<file path="src/rtl/elm_argmax_classifier.sv">
// ---------------------------------------------------------------------------
// elm_argmax_classifier
//   Final stage of the ELM digit recognizer. Takes N_CLASSES signed scores,
//   one per handshake and in class order. It tracks the running maximum and
//   reports the winning class index when the frame completes.
//
//   Ports
//     clk_i          rising-edge clock
//     rst_ni         asynchronous active-low reset (aborts any frame)
//     start_i        begin a new frame (only honoured in IDLE)
//     score_in_i     signed score for the current class
//     score_valid_i  score_in_i valid this cycle
//     score_ready_o  high only in COLLECT
//     digit_o        winning class of the last completed frame
//     max_score_o    score of the winning class
//     done_o         one-cycle pulse when digit_o/max_score_o update
//     busy_o         high in COLLECT or DONE
//     margin_o       best minus second-best, unsigned (CLASSIFY_MARGIN_EN only)
//
//   Optional feature macro: CLASSIFY_MARGIN_EN
// ---------------------------------------------------------------------------
module elm_argmax_classifier #(
    parameter int N_CLASSES = 10,
    parameter int W         = 16,
    parameter int IDXW      = 4
) (
    input  logic            clk_i,
    input  logic            rst_ni,
    input  logic            start_i,
    input  logic [W-1:0]    score_in_i,
    input  logic            score_valid_i,
    output logic            score_ready_o,
    output logic [IDXW-1:0] digit_o,
    output logic [W-1:0]    max_score_o,
    output logic            done_o,
`ifdef CLASSIFY_MARGIN_EN
    output logic [W-1:0]    margin_o,
`endif
    output logic            busy_o
);

    typedef enum logic [1:0] {S_IDLE, S_COLLECT, S_DONE} state_e;

    state_e          state_q, state_d;
    logic [IDXW-1:0] idx_q, idx_d;
    logic [W-1:0]    best_q, best_d;
    logic [IDXW-1:0] best_idx_q, best_idx_d;
    logic [IDXW-1:0] digit_q, digit_d;
    logic [W-1:0]    max_q, max_d;

    logic accept, last, new_best;

    assign accept   = score_valid_i && (state_q == S_COLLECT);
    assign last     = (idx_q == IDXW'(N_CLASSES - 1));
    // First score always seeds; afterwards strictly greater so ties keep the lower index.
    assign new_best = (idx_q == '0) || ($signed(score_in_i) > $signed(best_q));

`ifdef CLASSIFY_MARGIN_EN
    logic [W-1:0] second_q, second_d;
    logic [W-1:0] margin_q, margin_d;
`endif

    always_comb begin
        state_d    = state_q;
        idx_d      = idx_q;
        best_d     = best_q;
        best_idx_d = best_idx_q;
        digit_d    = digit_q;
        max_d      = max_q;
`ifdef CLASSIFY_MARGIN_EN
        second_d   = second_q;
        margin_d   = margin_q;
`endif
        case (state_q)
            S_IDLE: begin
                if (start_i) begin
                    state_d = S_COLLECT;
                    idx_d   = '0;
                end
            end
            S_COLLECT: begin
                if (accept) begin
                    idx_d = idx_q + IDXW'(1);
                    if (new_best) begin
                        best_d     = score_in_i;
                        best_idx_d = idx_q;
                    end
`ifdef CLASSIFY_MARGIN_EN
                    // A displaced best becomes second; a tie with best is a
                    // second-best candidate. idx 1 always seeds second.
                    if (new_best)
                        second_d = best_q;
                    else if ((idx_q == IDXW'(1)) || ($signed(score_in_i) > $signed(second_q)))
                        second_d = score_in_i;
`endif
                    // Results are loaded on the final accept edge so they are
                    // already valid during the DONE cycle that pulses done_o.
                    if (last) begin
                        state_d = S_DONE;
                        digit_d = best_idx_d;
                        max_d   = best_d;
`ifdef CLASSIFY_MARGIN_EN
                        margin_d = best_d - second_d;
`endif
                    end
                end
            end
            S_DONE:  state_d = S_IDLE;
            default: state_d = S_IDLE;
        endcase
    end

    always_ff @(posedge clk_i or negedge rst_ni) begin
        if (!rst_ni) begin
            state_q    <= S_IDLE;
            idx_q      <= '0;
            best_q     <= '0;
            best_idx_q <= '0;
            digit_q    <= '0;
            max_q      <= '0;
`ifdef CLASSIFY_MARGIN_EN
            second_q   <= '0;
            margin_q   <= '0;
`endif
        end else begin
            state_q    <= state_d;
            idx_q      <= idx_d;
            best_q     <= best_d;
            best_idx_q <= best_idx_d;
            digit_q    <= digit_d;
            max_q      <= max_d;
`ifdef CLASSIFY_MARGIN_EN
            second_q   <= second_d;
            margin_q   <= margin_d;
`endif
        end
    end

    assign score_ready_o = (state_q == S_COLLECT);
    assign done_o        = (state_q == S_DONE);
    assign busy_o        = (state_q != S_IDLE);
    assign digit_o       = digit_q;
    assign max_score_o   = max_q;
`ifdef CLASSIFY_MARGIN_EN
    assign margin_o      = margin_q;
`endif

endmodule

</file>
<file path="config.mk">
export PLATFORM = sky130hd
export DESIGN_NAME = elm_argmax_classifier
export DESIGN_NICKNAME = d
export VERILOG_FILES = /design/src/rtl/elm_argmax_classifier.sv
export SDC_FILE = /design/constraint.sdc
export NUM_CORES = 1
export LEC_CHECK = 0
export CAP_MARGIN = 20
export CELL_PAD_IN_SITES_DETAIL_PLACEMENT = 0
export CELL_PAD_IN_SITES_GLOBAL_PLACEMENT = 1
export CORE_ASPECT_RATIO = 0.5
export CORE_MARGIN = 2
export CORE_UTILIZATION = 41
export CTS_CLUSTER_DIAMETER = 80
export DETAILED_ROUTE_END_ITERATION = 8
export GPL_ROUTABILITY_DRIVEN = 0
export GPL_TIMING_DRIVEN = 0
export PLACE_DENSITY = 0.8
export SYNTH_ARGS = -nofsm -noshare
export SYNTH_HDL_FRONTEND = slang
export SYNTH_SLANG_ARGS = --single-unit
</file>
<file path="constraint.sdc">
create_clock -name clk_i -period 2.85 [get_ports clk_i]
set_clock_uncertainty 0.05 [all_clocks]
set_input_delay 0.57 -clock clk_i [delete_from_list [all_inputs] [get_ports clk_i]]
set_output_delay 0.57 -clock clk_i [all_outputs]
set_load 0.05 [all_outputs]
</file>
; Word-level counts from Yosys, hierarchy flattened
; Cells that the tools add are included.
[classes]
bitwise_logic = 0
shift = 0
n_div = 0
n_eq_ne = 6
add_sub_neg = 1
mul = 0
n_mux = 9
order_cmp = 1
reduce_logical = 10
[ops]
columns = operator, count
row1 = $gt A16 B16 Y1, 1
row2 = $mux W16, 1
row3 = $mux W4, 3
row4 = $reduce_and A3 Y1, 3
row5 = $pmux W4 S2, 1
row6 = $mux W2, 3
row7 = $add A4 B1 Y4 const B, 1
row8 = $eq A4 B4 Y1 const B, 1
row9 = $logic_not A4 Y1, 1
row10 = $ne A2 B1 Y1 const B, 2
row11 = $pmux W2 S2, 1
row12 = $reduce_bool A2 Y1, 2
row13 = $eq A2 B1 Y1 const B, 1
row14 = $eq A2 B2 Y1 const B, 1
row15 = $logic_not A2 Y1, 1
row16 = $ne A2 B2 Y1 const B, 1
row17 = $reduce_and A2 Y1, 1
row18 = $logic_and A1 B1 Y1, 1
row19 = $logic_or A1 B1 Y1, 1
[totals]
regBits = 46
n_memories = 0
out_inout_bits = 23
latch_bits = 0
rom_bits = 0
mem_bits_rw = 0
elab_cells = 33

; Logic depth before layout (Yosys ltp)
; Gate-level depths: netlist of run 1.
[logic_depth]
ltp_word = 4
ltp_mapped = 9
depth_no_buf = 8

; Worst setup path after synthesis of run 1
; OpenSTA, ideal clock, no wires.
[synth_path]
path_kind = input to register
startpoint = input port score_in_i[15]
endpoint = register best_q[10]
cell_stages = 8
setup_slack_ns = 0.151
t_required_ns = 2.672
path_buffers = 1
t_arrival_ns = 2.521
setup_ns = 0.128
path_cell_list = ha_1 -> nand4_2 -> nor4_2 -> nand4_1 -> a32o_2 -> o21ai_2 -> buf_4 -> mux2_1
[synth_via]
elab_chain_len = 3
[synth_rtl]
columns = element, line
row1 = start: declaration, 30  ; input logic [W-1:0] score_in_i,
row2 = $gt A16 B16 Y1, 56  ; assign new_best = (idx_q == '0) || ($signed(score_in_i) > $signed(best_q));
row3 = $logic_or A1 B1 Y1, 56
row4 = $mux W16, 84  ; if (new_best) begin
row5 = end signal: assignment, 128  ; best_q <= best_d;
row6 = end: declaration, 46  ; logic [W-1:0] best_q, best_d;
; Every way passes these cells.
; A chain may end at the register's enable or synchronous reset.

; Worst setup path after layout of run 1
[layout_path]
startpoint = input port score_in_i[14]
endpoint = register best_q[3]
; The elaborated chain is that of the path after synthesis.

==> impl_results.md, run 1 <==
- Critical Path End Type: register
- Worst-margin pin slew: 0.503 ns
- GRT Total Usage: 0.201
- First-pass GRT wire length: around 11,000 µm
- DP HPWL: 4310 µm
- ANT cells: 0
- Filler Cells Inserted: a little over 500
- Register area: 1150 µm²
- Clock tree sinks: 46
- Die X: approximately 120 µm
- Worst setup SP type: input pin
- Period utilization: 0.985
- Area leader, netlist: dfrtp_1
- Total number of vias: ~2.1k
- Placed Instances: 379
- Max-cap violations: 0
- DIE HEIGHT: around 60 µm
- M2 GR Usage: 0.338
- Nets: around 350
- Total CTS buffers: 5
- H-tree Lvls: 2
- Crit Path Max Fanout: 7
- PwrDens: 1260 nW/µm²
- Met1 Use GR: 0.272
- Worst-Skew Late Latency: 0.28 ns
- IO Pins: 43
- WS Path Type: input pin to register
- Grt met3 use: 0.0409
- GRT busiest layer: met2
- Row cnt: 20
- Status: finished clean
- Wire length per cell: about 16 µm
- Worst hold path class: input pin to async pin
- Critical Path AT: slightly below 3 ns
- Port Buffers: 42
- Vias in the first global route: 2,187
- Synth area leaders: dfrtp_1, ha_1, mux2_1
- Syn Area/Cell: 10.2 µm²
- Initial drt markers: roughly 120
- Tot Pwr: 4.48 mW
- DRC errors left: 0
- Core area: around 6000 µm²
- Yosys cell types: 38
- Hold_ws: 0.146 ns
- Area after DPL: roughly 3100 µm²
- Starting Density: 0.420
- Synth top area share: 0.454
- Die area: 6860 µm²
- Synth Instances: roughly 250
- Vias per cell: approximately 5.3
- Synthesized area: around 2500 µm²
- Worst path required time: 2.97 ns
- Clock Tree Root: clkbuf_16
- Maximum clock frequency: between 300 and 400 MHz
- Maximum vdd ir drop: roughly 0.53 mV
- Seq cells post-synth: 46
- Final wirelength: ~6300 µm
- CTS clock-pin slew for the worst setup and hold paths: about 0.060 ns
- Syn nets: 287
- Synth warnings: 0
- Layout area overhead: 40.1%
- Final ANT Viol Nets: 0
- CTS max path bufs: 2
- Final Cell Area: approximately 3600 µm²
- Share of layout cells above drive strength 1: 0.173
- RSZ-0062 raised after global routing: yes
- Max_slew headroom: 0.663
- Max-slew violation count: 0
- Final min period: 2.81 ns
- CTS tree: done
- FF-to-FF setup slack: about 0.18 ns
- P_leak: ~1.5 nW
- Largest net degree at the start of global routing: 33
- Layout Cells excl Fill: slightly below 400
- Seq/Total Area, Yosys: 0.454
- Initial antenna violation count: 0
- Overflow after GRT: 0
- Final setup fails: 0
- Fin. Hold Viols: 0
- Area taken by multi-input logic gates: about 1500 µm²
- Drt first pass iters: 4
[synthesized netlist by cell type]
| cell type | n |
|---|---|
| and2_1 | 2 |
| nor2_1 | 20 |
| inv_1 | 19 |
| nand2b_1 | 1 |
| buf_4 | 2 |
| clkinv_1 | 1 |
| a41oi_1 | 3 |
| ha_1 | 19 |
| buf_2 | 4 |
| nor4_2 | 1 |
| a21oi_1 | 23 |
| nand4_1 | 3 |
| nor3_1 | 3 |
| dfrtp_1 | 46 |
| a2111o_1 | 1 |
| or3_1 | 1 |
| a32o_1 | 2 |
| nand2_1 | 8 |
| a2111oi_1 | 1 |
| o21bai_1 | 2 |
| and3b_1 | 1 |
| o31ai_1 | 2 |
| xor2_1 | 1 |
| nand4_2 | 1 |
| o21ai_2 | 1 |
| mux2_1 | 18 |
| nand3_1 | 3 |
| a31oi_1 | 1 |
| clkbuf_1 | 6 |
| o31a_1 | 16 |
| a22o_1 | 3 |
| a21boi_0 | 1 |
| o21ai_0 | 22 |
| a21boi_1 | 1 |
| a32o_2 | 1 |
| o31a_2 | 1 |
| a21o_1 | 3 |
| nor2b_1 | 4 |
[critical path, cell delays in order]
cell,delay (ns)
dlygate4sd2_1,0.28
ha_4,0.30
nand4_4,0.17
nor4_4,0.32
nand4_1,0.17
buf_4,0.17
o31a_4,0.14
o21ai_4,0.19
bufbuf_16,0.28
mux2_1,0.32
[timing repair]
action,CTS,global route
pin swaps,12,9
hold buffers,0,0
gates resized for setup,33,23
hold endpoints to repair,0,0
setup buffers,6,2
cloned,2,0
setup endpoints to repair,40,39
[sequential cells by signal, indices dropped and copies added, names as in the netlist]
signal / cells
digit_o: 4
max_score_o: 16
idx_q: 4
best_idx_q: 4
state_q: 2
best_q: 16
[per-stage QoR]
| step | setup slack [ns] | setup TNS (ns) | util |
|---|---|---|---|
| 6_report | 0.0416 | 0 | 0.589 |
| 3_5_place_dp | -0.747 | -25.74 | 0.511 |
| 2_1_floorplan | 0.151 | 0 | - |
| 4_1_cts | 0.00153 | 0 | 0.576 |
| 3_3_place_gp | -0.683 | -30.39 | 0.508 |
| 5_1_grt | -0.0454 | -0.339 | 0.589 |
[placed cells by master (no fill, tap or decap), types with 3 or more instances in the layout]
| cell | n |
|---|---|
| dlygate4sd2_1 | 9 |
| nand2_1 | 6 |
| clkbuf_16 | 5 |
| dfrtp_1 | 46 |
| ha_4 | 10 |
| inv_1 | 19 |
| o21ai_0 | 20 |
| nor2_1 | 20 |
| a22o_1 | 3 |
| buf_2 | 5 |
| a21oi_1 | 21 |
| ha_1 | 9 |
| buf_4 | 7 |
| a41oi_1 | 3 |
| nand3_1 | 3 |
| a21o_1 | 3 |
| nand4_1 | 3 |
| nor2b_1 | 4 |
| o31a_1 | 16 |
| clkbuf_2 | 5 |
| clkdlybuf4s50_1 | 30 |
| mux2_1 | 17 |
[layer usage]
metal  up-vias  share of wire
met1      1030           0.49
met2        39           0.47
li1       1021              -
met4         0         0.0066
met3         4          0.037
met5         -              0
[path summary, 6_finish.rpt]
path,start,to,cells past startpoint
max,score_in_i[14],best_q[3],10
max reg2reg,best_q[6],best_q[3],10
min reg2reg,best_q[2],best_q[2],1
min,rst_ni,best_q[3],1
max in group asynchronous,rst_ni,max_score_o[4],2
min in group clk_i,best_q[2],best_q[2],1
[kinds of logic after synthesis]
group                      share of synthesized area
AOI/OAI and AO/OA                              0.222
and+or+nand+nor                               0.0938
DFF                                            0.454
buffers and inverters                         0.0523
adders and majority gates                     0.0938
muxes                                         0.0800
xor gates and xnor gates                     0.00346
[area by class of cell]
type                       instances  area share
buffer                            12      0.0211
clock buffer                       6      0.0391
inverter                          20      0.0211
multi-input combinational        170       0.411
sequential                        46       0.324
tap                               88      0.0310
timing repair buffer              53       0.152
[where the power goes]
| part | switching (mW) | internal [mW] | total (mW) |
|---|---|---|---|
| clock network | 0.235 | 0.339 | 0.574 |
| registers | 0.195 | 0.976 | 1.17 |
| logic | 1.62 | 1.11 | 2.73 |
| total | 2.05 | 2.43 | 4.48 |
Power figures use the tool's default switching activity.
==> run 2, diff against run 1 <==
CORE_ASPECT_RATIO = unset   (was 0.5)
CORE_UTILIZATION = 40   (was 41)
PLACE_DENSITY = 0.79   (was 0.8)
==> run 2 against run 1 <==
Hold slack worse by 0.057 ns. Setup slack better by 0.043 ns. Total power fell by 5.7%. First-iteration DRC count shrank 45%. Largest cell class unchanged.
==> impl_results.md, run 2 (same netlist as run 1, synthesis figures left out) <==
- DIE HEIGHT: between 80 and 90 µm
- Wl on met1: 2990 µm
- H-tree Lvls: 2
- Die area: between 6000 and 7000 µm²
- WS Path Type: input pin to register
- Period utilization: 0.970
- DP HPWL: between 4000 and 5000 µm
- Vias per cell: around 5.5
- Final ANT Viol Nets: 0
- Core area: about 6000 µm²
- Critical Path End: best_q[0]
- Crit path from: score_in_i[15]
- Met2 wire length: 3010 µm
- Hold_ws: between 0.08 and 0.09 ns
- Vias in the first global route: around 2.1k
- Tot Pwr: approximately 4.2 mW
- CTS max path bufs: 2
- Critical Path End Type: register
- Max-slew violation count: 0
- Highest metal used: met4
- Share of layout cells above drive strength 1: 0.143
- Worst hold path class: input pin to async pin
- Drt first pass iters: 4
- Placement Setup Slack: -0.722 ns
- Final min period: approximately 2.8 ns
- Critical Path AT: 2.90 ns
- Capturing point of the worst reg2reg path: best_q[0]
- ANT cells: 0
- Worst setup SP type: input pin
- GRT Total Usage: 0.184
- PwrDens: ~1300 nW/µm²
- Filler Cells Inserted: around 580
- Die X: ~84 µm
- Crit Path Max Fanout: 6
- Worst r2r path cells: 9
- Total number of vias: roughly 2.1k
- Most frequent cells in the layout: dfrtp_1, clkdlybuf4s50_1, a21oi_1, o21ai_0, nor2_1
- Commonest non-fill, non-tap cell in the layout: dfrtp_1
- Clock tree sinks: 46
- Register area: 1150 µm²
- RSZ-0062 raised after global routing: yes
- FF-to-FF setup slack: approximately 0.20 ns
- Wire length per cell: 16.4 µm
- Worst path required time: 2.98 ns
- Largest net degree at the start of global routing: 36
- # hold bufs at CTS: 0
- Fin. Hold Viols: 0
- Slack of the critical path: around 0.085 ns
- Status: finished clean
- Layout area overhead: 32.9%
- Initial drt markers: just under 70
- Overflow after GRT: 0
- First-pass GRT wire length: a little over 10,000 µm
- IO Pins: 43
- Maximum vdd ir drop: approximately 0.63 mV
- Clock Tree Root: clkbuf_8
- Nets: around 350
- Worst-margin pin slew: 0.498 ns
- Row cnt: 28
- P_leak: ~1.5 nW
- Worst-Skew Late Latency: ~0.31 ns
- Max-cap violations: 0
- CTS tree: done
- Fin Setup TNS: 0 ns
- Total CTS buffers: 5
- Starting Density: 0.420
- DRC errors left: 0
- Area taken by multi-input logic gates: 1380 µm²
- Max_slew headroom: 0.667
- Port Buffers: 42
- Maximum clock frequency: around 360 MHz
- FF-to-FF Start: best_q[15]
- Final wirelength: 6270 µm
- CTS clock-pin slew for the worst setup and hold paths: approximately 0.090 ns
- Final setup fails: 0
- Initial antenna violation count: 0
- WL met3: between 200 and 250 µm
- Post-route core utilization: 0.559
run 2: what timing repair did:
item | 4_1_cts | 5_1_grt
pin swaps | 14 | 1
gates cloned | 2 | 0
buffers inserted | 4 | 2
gates resized for setup | 32 | 5
endpoints found under the setup margin | 40 | 31
run 2: metrics by stage:
stage	instance area (µm²)	std cells
after floorplan	2530	248
after detailed placement	3060	366
after global placement	3050	365
final	3370	382
after global routing	3370	382
after CTS	3350	380
run 2: critical path, stage by stage:
cell,delay [ns]
dlygate4sd2_1,0.29
ha_4,0.29
nand4_4,0.14
o21bai_1,0.14
a2111o_1,0.40
a32o_2,0.34
o21ai_4,0.24
buf_6,0.16
mux2_1,0.33
run 2: area by class of cell:
class / count / share of cell area
plain buffers: 12 / 0.0204
clock buffers: 5 / 0.0204
clock inverters: 3 / 0.0134
inverters: 20 / 0.0223
multi-input cells: 170 / 0.410
flip-flops and latches: 46 / 0.342
well taps: 75 / 0.0279
repair buffers: 51 / 0.144
run 2: metal layers:
metal	vias up	global-route usage
li1	1011	-
met1	1050	0.256
met2	37	0.297
met3	8	0.0336
met4	0	0.0440
met5	-	0
run 2: report_power, final:
| group | switching, mW | total (mW) | internal, mW | leakage [nW] |
|---|---|---|---|---|
| registers | 0.189 | 1.16 | 0.973 | 0.553 |
| logic | 1.58 | 2.56 | 0.982 | 0.861 |
| clock network | 0.239 | 0.500 | 0.261 | 0.0504 |
| total | 2.01 | 4.22 | 2.22 | 1.46 |
run 2: worst min path at each step:
stage | startpoint | endpoint | cells after the start
4_1_cts | rst_ni | max_score_o[14] | 1
2_1_floorplan | rst_ni | best_idx_q[0] | 0
3_5_place_dp | rst_ni | max_score_o[12] | 1
3_3_place_gp | digit_o[2] | digit_o[2] | 2
6_report | rst_ni | max_score_o[14] | 1
5_1_grt | rst_ni | max_score_o[14] | 1
